[src/rtl/pipe_trace_pkg.sv]
// pipe_trace_pkg: shared types and helpers for the pipeline trace buffer.
package pipe_trace_pkg;

  localparam int unsigned DEF_DATA_W = 32;
  localparam int unsigned DEF_NUM_CH = 4;

  typedef enum logic [1:0] {
    ST_IDLE  = 2'd0,
    ST_ARMED = 2'd1,
    ST_POST  = 2'd2,
    ST_DONE  = 2'd3
  } trace_state_e;

  // Bit offset of channel k inside a packed sample of w-bit channels.
  function automatic int unsigned ch_lsb(input int unsigned k, input int unsigned w);
    return k * w;
  endfunction

endpackage

[src/rtl/pipe_trace_buffer_trace_ram.sv]
// trace_ram: simple dual-port RAM, one write port and one registered read port.
// The read register resets to zero so the read data is defined after reset.
module trace_ram #(
  parameter int unsigned W     = 128,
  parameter int unsigned DEPTH = 16,
  parameter int unsigned AW    = $clog2(DEPTH)
)(
  input  logic          clk,
  input  logic          rst,
  input  logic          we,
  input  logic [AW-1:0] waddr,
  input  logic [W-1:0]  wdata,
  input  logic          re,
  input  logic [AW-1:0] raddr,
  output logic [W-1:0]  rdata
);

  logic [W-1:0] mem [DEPTH];

  // Write port.
  always_ff @(posedge clk) begin
    if (we) mem[waddr] <= wdata;
  end

  // Registered read port.
  always_ff @(posedge clk) begin
    if (rst)     rdata <= '0;
    else if (re) rdata <= mem[raddr];
  end

endmodule

[src/rtl/pipe_trace_buffer.sv]
// pipe_trace_buffer: on-chip logic analyser capturing NUM_CH debug words per
// cycle into a circular window, frozen a programmable number of samples after
// a trigger and then read out through a request/valid port.
// Optional: define TRACE_TIMESTAMP_EN to store a 32-bit cycle stamp per sample
// and expose it on rd_ts.
module pipe_trace_buffer
  import pipe_trace_pkg::*;
#(
  parameter  int unsigned DATA_W = DEF_DATA_W,
  parameter  int unsigned NUM_CH = DEF_NUM_CH,
  parameter  int unsigned DEPTH  = 16,
  localparam int unsigned AW     = $clog2(DEPTH)
)(
  input  logic                     clk,
  input  logic                     rst,
  input  logic                     arm,
  input  logic                     sample_en,
  input  logic [NUM_CH*DATA_W-1:0] ch_data,
  input  logic                     trig_ext,
  input  logic [DATA_W-1:0]        trig_val,
  input  logic [DATA_W-1:0]        trig_mask,
  input  logic [AW-1:0]            post_cnt,
  input  logic                     rd_req,
  input  logic [AW-1:0]            rd_addr,
  output logic                     rd_valid,
  output logic [NUM_CH*DATA_W-1:0] rd_data,
  output logic [1:0]               state_o,
  output logic [AW-1:0]            trig_pos,
  output logic [AW:0]              fill
`ifdef TRACE_TIMESTAMP_EN
  ,
  output logic [31:0]              rd_ts
`endif
);

  localparam int unsigned SW = NUM_CH * DATA_W;
`ifdef TRACE_TIMESTAMP_EN
  localparam int unsigned RW = SW + 32;
`else
  localparam int unsigned RW = SW;
`endif
  localparam logic [AW:0] FULL = (AW+1)'(DEPTH);

  trace_state_e  state_q, state_d;
  logic [AW-1:0] wptr_q, wptr_d;
  logic [AW:0]   fill_q, fill_d;
  logic [AW-1:0] post_q, post_d;
  logic [AW-1:0] remain_q, remain_d;
  logic [AW-1:0] trig_abs_q, trig_abs_d;
  logic          rd_valid_q;
  logic          we, re;
  logic          trig_hit;
  logic [DATA_W-1:0] ch0;
  logic [AW-1:0] oldest, rd_ptr;
  logic [RW-1:0] wdata, rdata;

  assign ch0      = ch_data[ch_lsb(0, DATA_W) +: DATA_W];
  assign trig_hit = trig_ext |
                    ((trig_mask != '0) && ((ch0 & trig_mask) == (trig_val & trig_mask)));

  // A full window has fill = DEPTH whose low AW bits are zero, so oldest = wptr.
  assign oldest   = wptr_q - fill_q[AW-1:0];
  assign rd_ptr   = oldest + rd_addr;
  assign trig_pos = trig_abs_q - oldest;
  assign fill     = fill_q;
  assign state_o  = state_q;
  assign rd_valid = rd_valid_q;

  // Next-state, pointer and write/read enables.
  always_comb begin
    state_d    = state_q;
    wptr_d     = wptr_q;
    fill_d     = fill_q;
    post_d     = post_q;
    remain_d   = remain_q;
    trig_abs_d = trig_abs_q;
    we         = 1'b0;
    re         = 1'b0;
    if (arm) begin
      // Arm restarts from any state and suppresses capture, trigger and read.
      state_d    = ST_ARMED;
      wptr_d     = '0;
      fill_d     = '0;
      post_d     = post_cnt;
      remain_d   = '0;
      trig_abs_d = '0;
    end else begin
      unique case (state_q)
        ST_ARMED, ST_POST: begin
          if (sample_en) begin
            we     = 1'b1;
            wptr_d = wptr_q + 1'b1;
            if (fill_q != FULL) fill_d = fill_q + 1'b1;
            if (state_q == ST_ARMED) begin
              if (trig_hit) begin
                trig_abs_d = wptr_q;
                if (post_q == '0) begin
                  state_d = ST_DONE;
                end else begin
                  state_d  = ST_POST;
                  remain_d = post_q;
                end
              end
            end else begin
              remain_d = remain_q - 1'b1;
              if (remain_q == AW'(1)) state_d = ST_DONE;
            end
          end
        end
        ST_DONE: re = rd_req;
        default: ;
      endcase
    end
  end

  // State and pointer registers.
  always_ff @(posedge clk) begin
    if (rst) begin
      state_q    <= ST_IDLE;
      wptr_q     <= '0;
      fill_q     <= '0;
      post_q     <= '0;
      remain_q   <= '0;
      trig_abs_q <= '0;
      rd_valid_q <= 1'b0;
    end else begin
      state_q    <= state_d;
      wptr_q     <= wptr_d;
      fill_q     <= fill_d;
      post_q     <= post_d;
      remain_q   <= remain_d;
      trig_abs_q <= trig_abs_d;
      rd_valid_q <= re;
    end
  end

`ifdef TRACE_TIMESTAMP_EN
  logic [31:0] ts_q;

  // Free-running cycle counter stamped onto every stored sample.
  always_ff @(posedge clk) begin
    if (rst) ts_q <= '0;
    else     ts_q <= ts_q + 32'd1;
  end

  assign wdata   = {ts_q, ch_data};
  assign rd_data = rdata[SW-1:0];
  assign rd_ts   = rdata[SW +: 32];
`else
  assign wdata   = ch_data;
  assign rd_data = rdata;
`endif

  trace_ram #(
    .W     (RW),
    .DEPTH (DEPTH),
    .AW    (AW)
  ) u_ram (
    .clk   (clk),
    .rst   (rst),
    .we    (we),
    .waddr (wptr_q),
    .wdata (wdata),
    .re    (re),
    .raddr (rd_ptr),
    .rdata (rdata)
  );

endmodule

[config.mk]
export PLATFORM = sky130hd
export DESIGN_NAME = pipe_trace_buffer
export DESIGN_NICKNAME = d
export VERILOG_FILES = /design/src/rtl/pipe_trace_pkg.sv /design/src/rtl/pipe_trace_buffer_trace_ram.sv /design/src/rtl/pipe_trace_buffer.sv
export SDC_FILE = /design/constraint.sdc
export NUM_CORES = 2
export LEC_CHECK = 0
export ABC_AREA = 1
export ABC_CLOCK_PERIOD_IN_PS = 8550
export CELL_PAD_IN_SITES_DETAIL_PLACEMENT = 1
export CELL_PAD_IN_SITES_GLOBAL_PLACEMENT = 1
export CORE_ASPECT_RATIO = 0.6
export CORE_UTILIZATION = 40
export DETAILED_ROUTE_END_ITERATION = 10
export PLACE_DENSITY = 0.67
export SLEW_MARGIN = 0
export SYNTH_ARGS = -nofsm -noshare
export SYNTH_HDL_FRONTEND = slang
export SYNTH_SLANG_ARGS = --single-unit
[constraint.sdc]
create_clock -name clk -period 8.55 [get_ports clk]
set_input_delay 1.2825 -clock clk [delete_from_list [all_inputs] [get_ports clk]]
set_output_delay 1.2825 -clock clk [all_outputs]
set_load 0.005 [all_outputs]
# After elaboration in Yosys (flattened, before gate mapping)
# Memories as Yosys holds them, arrays and structs flattened. A register that Yosys moved wholly into a read port is not among the register bits.
# Index checks and enable logic that the tools add are counted.
# W data, S select, Z words.
[totals] regBits=24 mem_bits_rw=2048 input_bits=206 output_inout_bits=140 wordCells=59 memories=1
[op_classes] addsub=6 eq_ne=9 n_mux=17 n_bitwise=3 reduce_logical=15
[mem_list] name="u_ram.mem" depth=16 word_bits=128 read_ports=1 rd_clocked_by_memory_dff=1 write_ports=1 line="pipe_trace_buffer_trace_ram.sv:18" source="logic [W-1:0] mem [DEPTH];"
[ops] operator="$and A32 B32 Y32" n=2
[ops] operator="$eq A32 B32 Y1" n=1
[ops] operator="$reduce_bool A32 Y1" n=1
[ops] operator="$reduce_and A4 Y1" n=4
[ops] operator="$mux W4" n=3
[ops] operator="$mux W1" n=11
[ops] operator="$sub A4 B4 Y4" n=2
[ops] operator="$mux W2" n=3
[ops] operator="$reduce_bool A2 Y1" n=3
[ops] operator="$add A5 B1 Y5 const B" n=1
[ops] operator="$ne A5 B5 Y1 const B" n=1
[ops] operator="$add A4 B1 Y4 const B" n=1
[ops] operator="$add A4 B4 Y4" n=1
[ops] operator="$eq A2 B2 Y1 const B" n=2
[ops] operator="$eq A4 B1 Y1 const B" n=1
[ops] operator="$logic_not A4 Y1" n=1
[ops] operator="$ne A2 B2 Y1 const B" n=2
[ops] operator="$reduce_or A2 Y1" n=2
[ops] operator="$sub A4 B1 Y4 const B" n=1
[ops] operator="$ne A3 B3 Y1 const B" n=1
[ops] operator="$reduce_and A3 Y1" n=1
[ops] operator="$reduce_bool A3 Y1" n=1
[ops] operator="$eq A2 B1 Y1 const B" n=1
[ops] operator="$reduce_and A2 Y1" n=1
[ops] operator="2 further kinds" n=2

# Longest topological paths before layout
[depth] word_depth=9 ltp_mapped=17

# By module
# From an unflattened synthesis, not the netlist that was laid out.
[unflattened] hier_cells=7815 hier_area_um2=88613.7
[by_module_without_submodules] mod="trace_ram" instances=1 cells_each=7410 area_each_um2=86302.8
[by_module_without_submodules] mod="pipe_trace_buffer" instances=1 cells_each=405 area_each_um2=2311.0

# Least setup slack after synthesis
# No wires, ideal clock.
[synth_timing] path_kind="input to register" startpoint="in arm" endpoint="mem u_ram.mem[11][0] (enable)" arrival_time_ns=7.136 required_time_ns=7.933 slack_ns=0.797 path_stages=4 n_path_buf=1 path_cell_list="inv_1 clkbuf_1 nand3_1 nor2_1"
[synth_via] elab_chain_len=3
[synth_rtl] element="from (decl)" line="pipe_trace_buffer.sv:16" source="input logic arm,"
[synth_rtl] element="$mux W1" line="pipe_trace_buffer.sv:79" source="if (arm) begin"
[synth_rtl] element="$mux W1" line="pipe_trace_buffer_trace_ram.sv:22" source="if (we) mem[waddr] <= wdata;"
[synth_rtl] element="$mux W1 (not written as such)" line="pipe_trace_buffer_trace_ram.sv:22"
[synth_rtl] element="to (decl)" line="pipe_trace_buffer_trace_ram.sv:18"
# No other way between the ends.

# Final worst setup path
[layout_timing] startpoint="reg wptr_q[0]" endpoint="reg u_ram.rdata[127], read port of u_ram.mem"
[layout_via] elab_chain_len=2
[layout_rtl] element="from (decl)" line="pipe_trace_buffer.sv:45" source="logic [AW-1:0] wptr_q, wptr_d;"
[layout_rtl] element="from (signal assigned)" line="pipe_trace_buffer.sv:128" source="wptr_q <= wptr_d;"
[layout_rtl] element="$sub A4 B4 Y4" line="pipe_trace_buffer.sv:62" source="assign oldest = wptr_q - fill_q[AW-1:0];"
[layout_rtl] element="$add A4 B4 Y4" line="pipe_trace_buffer.sv:63" source="assign rd_ptr = oldest + rd_addr;"
[layout_rtl] element="to (decl)" line="pipe_trace_buffer_trace_ram.sv:15" source="output logic [W-1:0] rdata"
# No other way between the ends.
# A chain may end at the register's enable or synchronous reset.

==> flow_metrics.py <==
metrics = {
    "power": {
        "p_per_area_nw_per_um2": 238,
        "p_sw_share_pct": 24.9,
        "power_frac_clock_pct": 39.3,
        "seqPwrFrac_pct": 49.3,
        "power.share.combinational_pct": 11.4,
        "vdd_drop_max_mv": 0.156,
        "switching_power_mw": 5.95,
        "power_mw": 23.9,
        "p_leak_nw": 33.9,
        "power.internal_mw": 18.0,
    },
    "die": {
        "die_w_um": 605,
        "die_h_um": 364,
        "initial_core_util_pct": 40.3,
        "die_area_um2": 220000,
        "core_um2": 216000,
        "io_pins": 346,
        "rows": 132,
    },
    "logic_synthesis": {
        "yosysWarnings": 0,
        "avgSynthCellArea_um2": 14.0,
        "synth_edf_count": 2048,
        "synth-async-reset-ratio_pct": 0,
        "synthesis.area_um2": 87200,
        "yosysUniqueCellTypes": 34,
        "synth_flop_cell": "edfxtp_1",
        "synthCells": 6231,
        "seq_area_frac_synth_pct": 74.0,
        "synth_nets": 6460,
        "ys_ff_latch": 2200,
    },
    "critical_path": {
        "cp.depth": 16,
        "cp.required_ns": 9.32,
        "critPathKind": "flop to flop",
        "crit_path_end": "u_ram.rdata[127]",
        "cpMostUsedCell": "inv_1",
        "cp_max_fo": 69,
        "ff2ff_path_depth": 16,
        "critPathLaunchType": "flop",
        "cp-startpoint": "wptr_q[0]",
        "crit_path_max_incr_delay_ns": 0.94,
        "r2r-end": "u_ram.rdata[127]",
        "path_buf_inv": 4,
        "cp_data_arrival_time_ns": 6.30,
        "crit_path_end_kind": "flop",
        "critical-path-top-delay-family": "simple AND/OR/NAND/NOR gates",
        "crit_path_top_delay_cell": "nand2_8",
        "path_cells": "inv_1, ha_1, fa_1, xor2_1, inv_1, ha_1, a21oi_1, nand2_1, xnor2_1, nand2_4, nand2_8, buf_4, nand3_1, nand3_1, o211ai_1, inv_1",
        "r2r-start": "wptr_q[0]",
        "r2r_setup_slack_ns": 3.03,
    },
    "placement": {
        "io_buffer_count": 345,
        "post-place-ws_ns": 2.75,
        "post-dp-hpwl_um": 129000,
        "place_area_um2": 93400,
        "gp_congestion": 0.755,
    },
    "sta": {
        "finalWorstPathRequiredPeriod_ns": 5.52,
        "max_freq_ghz": 0.181,
        "rsz0062_at_grt": "no",
        "skew_ns": 0.0676,
        "finalSetupTns_ns": 0,
        "maxSlewHeadroom_pct": 14.4,
        "finalHoldViolations": 0,
        "min_period_over_period_pct": 64.6,
        "setup_ws_ns": 3.03,
        "tightest_slew_ns": 1.28,
        "finalSetupViolCount": 0,
        "slew_viol_final": 0,
    },
    "clocking": {
        "clk_path_buf_depth": 4,
        "cts_tree": "yes",
        "cts_buffers": 212,
        "clockRootBuffer": "clkbuf_16",
        "post_cts_buffers": 0,
        "clk_latency_ns": 0.86,
        "cts_resized": 0,
        "clk_pin_slew_worst_paths_ns": 0.06,
        "cts.sinks": 2200,
        "cts_hold_repair.buffers": 0,
        "htreeDepth": 4,
    },
    "job": {
        "max_cap_viol_count": 0,
    },
    "final_layout": {
        "fin_util_pct": 46.4,
        "area_delta_synth_final_pct": 15.0,
        "final_area_um2": 100000,
        "final_nets": 6688,
        "drive_above_1_share_pct": 6.51,
    },
    "detailed_routing": {
        "dr.pass1.iters": 5,
        "vias": 53800,
        "avgViaCountPerCell": 5.65,
        "drtIter0Drc": 4737,
        "remaining_drc_errors": 0,
        "detail-route-antenna-nets": 0,
        "wl_per_cell_um": 26.9,
        "wirelength_um": 256000,
    },
    "run_status": {
        "run_status": "completed",
    },
    "global_routing": {
        "grt_max_degree": 227,
        "grt_usage_pct": 22.8,
        "antenna_found_initial": 23,
        "grt_pass1_vias": 55200,
        "gr-total-overflow": 0,
        "grt_pass1_wl_um": 374000,
    },
    "worst_hold_path": {
        "hold_path_startpoint": "post_q[3]",
        "hold_class": "flop to flop",
    },
}
## placed cells by master, fill, tap and decap left out, drive strengths merged, types with 20 or more instances in the layout
cell type and instances:
edfxtp 2048, nor2 1107, o21ai 787, mux2i 512, clkdlybuf4s50 345, nand3 299, clkbuf 298, o221ai 256
inv 215, dfxtp 152, nand4 129, o211ai 128, nand2 114, buf 95, clkinv 58, a21oi 21
ha 20
## through the flow
| stage | hold WS (ns) | cells |
|---|---|---|
| 2_1_floorplan | 0.443 | 6231 |
| 3_3_place_gp | 0.475 | 9126 |
| 3_5_place_dp | 0.478 | 9126 |
| 4_1_cts | 0.488 | 9513 |
| 5_1_grt | 0.511 | 9519 |
| 6_report | 0.484 | 9522 |
## worst min path at each step
stage,endpoint,slack [ns],depth (start not counted)
after floorplan,post_q[3],0.44,2
after CTS,post_q[3],0.49,2
after global routing,post_q[3],0.51,2
after global placement,trig_abs_q[0],0.48,2
final,post_q[3],0.48,2
after detailed placement,post_q[3],0.48,2
## routing by layer
layer	vias to the layer above	GRT usage (%)	part of all wire, %
met5	-	0	0.032
met4	14	4.70	1.9
met3	326	3.19	5.1
met2	1435	36.6	46
met1	28200	33.2	47
li1	23900	-	-
## sequential cells by signal, summed over array words and instances (netlist names), 2 cells and up
| name | count |
|---|---|
| fill | 5 |
| post_q | 4 |
| remain_q | 4 |
| state_o | 2 |
| trig_abs_q | 4 |
| u_ram.mem | 2048 |
| u_ram.rdata | 128 |
| wptr_q | 4 |
## synth_stat cells, types with 20 or more instances
library cell	number	area share, %
o221ai_1	256	2.6
o21ai_1	340	2.0
buf_4	44	0.38
nor2_1	1107	4.8
a21oi_1	21	0.12
buf_2	97	0.56
nand4_1	129	0.93
ha_1	20	0.29
nand3_1	299	1.7
buf_6	32	0.41
clkbuf_1	214	0.92
buf_1	38	0.16
o21ai_0	447	2.6
dfxtp_1	152	3.5
edfxtp_1	2048	71
inv_1	208	0.90
mux2i_1	512	5.9
o211ai_1	128	1.1
nand2_1	113	0.49
## area by class of cell
type / count / area [µm²]
clock inverter: 89 / 891
clock buffer: 298 / 5920
antenna: 9 / 22.5
sequential: 2200 / 64500
tap: 2881 / 3600
inverter: 210 / 817
multi-input combinational: 3395 / 19900
fill: 21400 / 116000
timing repair buffer: 440 / 4570
## cell families (layout without fill, tap and decap cells)
logic type,Yosys count,count (layout),share of synthesized area (%)
buf+inv,636,1037,3.36
xor+xnor,9,9,0.0990
simple gates,1656,1656,7.95
mux,512,512,5.88
other cells,0,9,0
compound gates,1195,1195,8.34
fa+ha+maj,23,23,0.356
flops,2200,2200,74.0
## power groups by stage
stage / Clock, mW / Combinational [mW] / Sequential, mW
2_1_floorplan: 0 / 1.81 / 12.0
3_3_place_gp: 0 / 2.65 / 12.0
3_5_place_dp: 0 / 2.72 / 12.0
4_1_cts: 9.59 / 2.73 / 11.8
5_1_grt: 9.95 / 2.99 / 11.8
6_report: 9.39 / 2.73 / 11.8
## worst register-to-register path, stage by stage (launching register included)
cell      delay (ns)
dfxtp_1         0.41
inv_1           0.13
ha_1            0.23
fa_1            0.39
xor2_1          0.22
inv_1           0.07
ha_1            0.37
a21oi_1         0.18
nand2_1         0.11
xnor2_1         0.30
nand2_4         0.68
nand2_8         1.01
buf_4           0.86
nand3_1         0.19
nand3_1         0.14
o211ai_1        0.10
inv_1           0.11
Note: power is estimated with default switching activity, not from simulation.
